File: src/rtl/icg_pkg.sv
// rtl/icg_pkg.sv - shared clock-gate control package
// State encoding, default counter widths and the state-to-output decode.
package icg_pkg;

  localparam int IDLE_W_DEF = 8;
  localparam int WAKE_W_DEF = 4;
  localparam int STAT_W_DEF = 16;

  localparam logic [1:0] ST_RUN   = 2'd0;
  localparam logic [1:0] ST_DRAIN = 2'd1;
  localparam logic [1:0] ST_OFF   = 2'd2;
  localparam logic [1:0] ST_WAKE  = 2'd3;

  typedef struct packed {
    logic gate_en;
    logic ready;
    logic gated;
  } icg_out_t;

  // Outputs are a pure function of the state being entered.
  function automatic icg_out_t state_outputs(input logic [1:0] st);
    icg_out_t o;
    o.gate_en = (st != ST_OFF);
    o.ready   = (st == ST_RUN) || (st == ST_DRAIN);
    o.gated   = (st == ST_OFF);
    return o;
  endfunction

endpackage

File: src/rtl/icg_sat_counter.sv
// rtl/icg_sat_counter.sv - saturating up-counter with synchronous clear
// Clear has priority over increment; the count holds at all-ones.
module icg_sat_counter #(
  parameter int W = 8
) (
  input  logic         clk_i,
  input  logic         rst_ni,
  input  logic         clr_i,
  input  logic         inc_i,
  output logic [W-1:0] cnt_o
);

  localparam logic [W-1:0] CNT_ONE = W'(1);

  logic [W-1:0] cnt_q;
  logic [W-1:0] cnt_d;

  always_comb begin
    cnt_d = cnt_q;
    if (clr_i) begin
      cnt_d = '0;
    end else if (inc_i && (cnt_q != '1)) begin
      cnt_d = cnt_q + CNT_ONE;
    end
  end

  always_ff @(posedge clk_i) begin
    if (!rst_ni) begin
      cnt_q <= '0;
    end else begin
      cnt_q <= cnt_d;
    end
  end

  assign cnt_o = cnt_q;

endmodule

File: src/rtl/icg_enable_ctrl.sv
// rtl/icg_enable_ctrl.sv - idle-timeout clock-gate enable controller
// RUN -> DRAIN -> OFF -> WAKE -> RUN; all outputs registered from the next state.
module icg_enable_ctrl
  import icg_pkg::*;
#(
  parameter int IDLE_W = IDLE_W_DEF,
  parameter int WAKE_W = WAKE_W_DEF,
  parameter int STAT_W = STAT_W_DEF
) (
  input  logic              wb_clk_i,
  input  logic              wb_rst_ni,
  input  logic              req_i,
  input  logic              force_on_i,
  input  logic [IDLE_W-1:0] idle_limit_i,
  input  logic [WAKE_W-1:0] wake_delay_i,
  output logic              gate_en_o,
  output logic              ready_o,
  output logic              gated_o,
  output logic [STAT_W-1:0] gate_cnt_o
);

  localparam logic [WAKE_W-1:0] WAKE_ONE = WAKE_W'(1);
  localparam logic [IDLE_W:0]   IDLE_ONE = (IDLE_W+1)'(1);

  logic [1:0]        state_q, state_d;
  logic [WAKE_W-1:0] wake_cnt_q, wake_cnt_d;
  icg_out_t          out_q, out_d;

  logic [IDLE_W-1:0] idle_cnt;
  logic              idle_clr, idle_inc, gate_inc;
  logic              active;
  logic [IDLE_W:0]   idle_next;
  logic              limit_hit;

  assign active    = req_i | force_on_i;
  // One extra bit so a saturated idle_cnt still compares correctly.
  assign idle_next = {1'b0, idle_cnt} + IDLE_ONE;
  assign limit_hit = (idle_limit_i != '0) && (idle_next >= {1'b0, idle_limit_i});

  always_comb begin
    state_d    = state_q;
    wake_cnt_d = wake_cnt_q;
    idle_clr   = 1'b1;
    idle_inc   = 1'b0;
    gate_inc   = 1'b0;
    case (state_q)
      ST_RUN: begin
        if (!active && limit_hit) begin
          state_d = ST_DRAIN;
        end else if (!active) begin
          idle_clr = 1'b0;
          idle_inc = 1'b1;
        end
      end
      ST_DRAIN: begin
        if (active) begin
          state_d = ST_RUN;
        end else begin
          state_d  = ST_OFF;
          gate_inc = 1'b1;
        end
      end
      ST_OFF: begin
        if (active) begin
          state_d    = ST_WAKE;
          wake_cnt_d = wake_delay_i;
        end
      end
      ST_WAKE: begin
        // Requests are deliberately ignored here; wake always completes.
        if (wake_cnt_q != '0) begin
          wake_cnt_d = wake_cnt_q - WAKE_ONE;
        end else begin
          state_d = ST_RUN;
        end
      end
      default: state_d = ST_RUN;
    endcase
    out_d = state_outputs(state_d);
  end

  always_ff @(posedge wb_clk_i) begin
    if (!wb_rst_ni) begin
      state_q    <= ST_RUN;
      wake_cnt_q <= '0;
      out_q      <= state_outputs(ST_RUN);
    end else begin
      state_q    <= state_d;
      wake_cnt_q <= wake_cnt_d;
      out_q      <= out_d;
    end
  end

  icg_sat_counter #(.W(IDLE_W)) u_idle_cnt (
    .clk_i  (wb_clk_i),
    .rst_ni (wb_rst_ni),
    .clr_i  (idle_clr),
    .inc_i  (idle_inc),
    .cnt_o  (idle_cnt)
  );

  icg_sat_counter #(.W(STAT_W)) u_gate_cnt (
    .clk_i  (wb_clk_i),
    .rst_ni (wb_rst_ni),
    .clr_i  (1'b0),
    .inc_i  (gate_inc),
    .cnt_o  (gate_cnt_o)
  );

  assign gate_en_o = out_q.gate_en;
  assign ready_o   = out_q.ready;
  assign gated_o   = out_q.gated;

endmodule

File: config.mk
export PLATFORM = sky130hd
export DESIGN_NAME = icg_enable_ctrl
export DESIGN_NICKNAME = d
export VERILOG_FILES = /design/src/rtl/icg_pkg.sv /design/src/rtl/icg_sat_counter.sv /design/src/rtl/icg_enable_ctrl.sv
export SDC_FILE = /design/constraint.sdc
export NUM_CORES = 1
export LEC_CHECK = 0
export ABC_AREA = 0
export CAP_MARGIN = 0
export CORE_MARGIN = 4
export CORE_UTILIZATION = 57
export DETAILED_ROUTE_END_ITERATION = 8
export GPL_ROUTABILITY_DRIVEN = 0
export PLACE_DENSITY = 0.91
export SLEW_MARGIN = 20
export SYNTH_ARGS = -nofsm -noshare
export SYNTH_HDL_FRONTEND = slang
export SYNTH_HIERARCHICAL = 1
export SYNTH_SLANG_ARGS = --single-unit
export TNS_END_PERCENT = 30
File: constraint.sdc
create_clock -name wb_clk_i -period 5.6 [get_ports wb_clk_i]
set_input_delay 1.4 -clock wb_clk_i [delete_from_list [all_inputs] [get_ports wb_clk_i]]
set_output_delay 1.4 -clock wb_clk_i [all_outputs]
set_load 0.02 [all_outputs]
==> metrics.txt <==
chip height between 60 and 70 microns; Design Power between 400 and 500 uW; top_reg_cell synth dfxtp_1; Via-to-Cell Ratio 6.07; number of CTS-inserted buffers 5; Max VDD drop 0.191 mV; largest net degree at the start of global routing 13; Worst Path Buf+Inv 2; crit path DAT roughly 3.7 ns; global-route wire length before repair 8070 microns; Area after DPL 2500 sq um; crit path capture type flop; final setup fails 0; fin. max-slew vios 0; DRT Pass-1 Iters 4; final hold violations 0; Post-Synth Adder-Cell Area between 7 and 8%; Gates resized, CTS repair 0; postcts setup bufs 0; RSZ-0062 raised after global routing no; status complete, no violations; Compound-Gate Fraction of Synth Area about a fifth; Post-synth ARST share 0%; cells along the critical path clkdlybuf4s50_1, inv_1, ha_1, and3_1, o21ai_0, o21a_1, a31o_1, nand4_1, a211oi_2, mux2i_1; simple-gate area share of the yosys netlist between 30% and 40%; row count 21; Period minus WS final about 3.4 ns; nets@finish 305; worst setup path startpoint idle_limit_i[7]; initial antenna violation count 0; dpl cells about 320; n_diodes 0; Hold Path Class flop to flop; main combinational cell family by area after synthesis simple AND/OR/NAND/NOR gates; Layout Skew ~0.0084 ns; Leak Pwr approximately 1 nW; TNS Setup 0 ns; port bufs 34; clk_lat worst skew 0.29 ns; slowest stage cell, crit path clkdlybuf4s50_1; mux cell area share after synthesis approximately 1.9%; clock sink count 33; Bufs on Longest Clock Path 2; yosys warns 6; Layout Cells excl Fill 322; DIE WIDTH slightly below 70 microns; H-tree Lvls 2; Starting Density roughly three fifths; library cells used by synthesis approximately 60; part of the cycle the worst path needs 61.6%; Die ar. around 4800 sq um; EDFF count, synth 0; Hold Buf Count CTS 0; antenna viol nets, final 0; I/O pins 35; routed via count 1955; slew margin rel. 66.5%; Clock Tree Root clkbuf_8; Syn Inst Count 238; Final Cell Area approximately 2600 sq um; Routed WL ~4700 microns; number of synthesized register bits 33; Finished Core Util roughly three quarters; crit-path max FO 6; slowest cell delay on critical path just under 0.5 ns; startpoint class of the critical path input pin; Max Fclk 0.290 GHz; total congestion overflow 0; core footprint 3470 sq um; post-synthesis xor/xnor area fraction 4.54%; clock transition at the registers of the reported paths around 0.07 ns; Pwr Density around 160 nW/um^2; share of cells above drive strength 1 a little under a tenth; CTS tree built; post-synthesis sequential area ratio a little under a third; Mapped Avg Cell Area between 8 and 9 sq um; Tot GR Track Use between 20% and 30%; mapped cell area 2120 sq um; Slew @ Worst Pin around 0.50 ns; worst hold start wake_cnt_q[2]; first-iteration detailed-routing DRC count between 100 and 150; vias in the first global route ~1900; Remaining DRCs 0; dpl hpwl roughly 3600 microns; Syn-to-layout area delta 21.5%; delay-heaviest family, CP compound AO/OA/AOI/OAI gates; Worst R2R Start u_idle_cnt/cnt_o[0]; total of max-cap violations 0; critical path class input pin to flop; post-DR wirelength/cell between 10 and 15 microns; Required @ worst endpoint 5.81 ns
## power breakdown
part	switching, mW	internal, mW	leakage, nW
Combinational	0.0132	0.0149	0.709
Sequential	0.000344	0.235	0.266
Clock	0.0803	0.0815	0.0399
Total	0.0939	0.331	1.02
## cell usage in the layout, fill, tap and decap left out, types with 4 or more instances in the layout
master           synthesis  final
nor2b_1                  4      4
nand3_1                 11     11
nand2_1                 15     15
nor2_1                  16     16
mux2i_1                  4      4
ha_1                    12     12
and3_1                   8      8
xnor2_1                  4      4
inv_1                   14     14
a31oi_1                  5      5
o21ai_0                  7      7
a21oi_1                 13     13
nor4_1                   6      6
clkbuf_8                 0      5
and4_1                   5      5
nand2b_1                 7      7
xor2_1                   7      7
nor3_1                   4      4
and2_1                   5      5
clkdlybuf4s50_1          0     34
dfxtp_1                 33     33
## cell usage after synthesis (2+ instances only)
cell type   n  share of area (%)
nor2b_1     4                1.2
and4_1      5                2.1
o41ai_1     2               0.83
and3_1      8                2.4
o21ai_0     7                1.7
ha_1       12                7.1
o21a_1      3                1.1
nand3_1    11                2.6
a211oi_2    3                1.8
or3_1       3               0.88
o311ai_0    2               0.83
mux2i_1     4                1.9
and4_2      2               0.94
and2_1      5                1.5
nand2b_1    7                2.1
nor3_2      2               0.94
xnor2_1     4                1.7
o2111ai_1   2               0.83
o21ai_1     2               0.47
a31oi_1     5                1.5
nor3_1      4               0.94
nand4_1     3               0.88
xor2_1      7                2.9
a21oi_1    13                3.1
inv_1      14                2.5
nand2_1    15                2.7
o31ai_1     2               0.71
or4_1       2               0.71
nor2_1     16                2.8
nand4_4     2                2.0
dfxtp_1    33                 31
nor4_1      6                1.8
buf_4       2               0.71
## layout make-up
class | count | area (sq um)
repair buffers | 34 | 340
clock buffers | 5 | 68.8
multi-input cells | 189 | 1390
well taps | 46 | 57.6
inverters | 14 | 52.6
clock inverters | 1 | 5.00
fillers | 295 | 890
flip-flops and latches | 33 | 661
## metrics by stage
stage	worst slack [ns]	hold slack (ns)
final	2.15	0.480
after global routing	2.03	0.524
after CTS	2.16	0.483
after detailed placement	1.88	0.474
after global placement	1.98	0.459
after floorplan	2.60	0.444
## per-layer routing
layer / part of all wire [%] / wire length [microns] / GRT usage [%]
met2: 47 / 2200 / 33.8
met4: 1.1 / 52 / 6.94
met1: 46 / 2140 / 24.7
met5: 0 / 0 / 0
met3: 5.6 / 262 / 5.23
## kinds of logic (layout without fill, tap and decap cells)
logic type,after synthesis,after routing
and+or+nand+nor,103,103
AOI/OAI and AO/OA,57,57
DFF,33,33
buffers and inverters,17,54
adders and majority gates,12,12
xor gates and xnor gates,11,11
muxes,4,4
other,1,2
## path summary, 6_finish.rpt
| kind | endpoint | cells past startpoint | slack, ns |
|---|---|---|---|
| max | u_idle_cnt/cnt_o[5] | 10 | 2.15 |
| min | wake_cnt_q[2] | 2 | 0.48 |
| max reg2reg | u_idle_cnt/cnt_o[6] | 12 | 2.63 |
| min reg2reg | wake_cnt_q[2] | 2 | 0.48 |
## worst reg2reg max path: cells and delay by family, from the launching register on
family	cells	cell delay, ns
AND/OR/NAND/NOR	7	1.28
adder cells (fa/ha/maj)	2	0.53
flip-flops	1	0.46
AO/OA/AOI/OAI	2	0.47
XOR/XNOR	1	0.16
## flip-flops by register name, indices dropped and copies added, names as in the netlist
register and flops:
state_q 2, wake_cnt_q 4, ready_o 1, gated_o 1, gate_en_o 1, u_gate_cnt/cnt_o 16
u_idle_cnt/cnt_o 8
(Power assumes the default switching activity.)
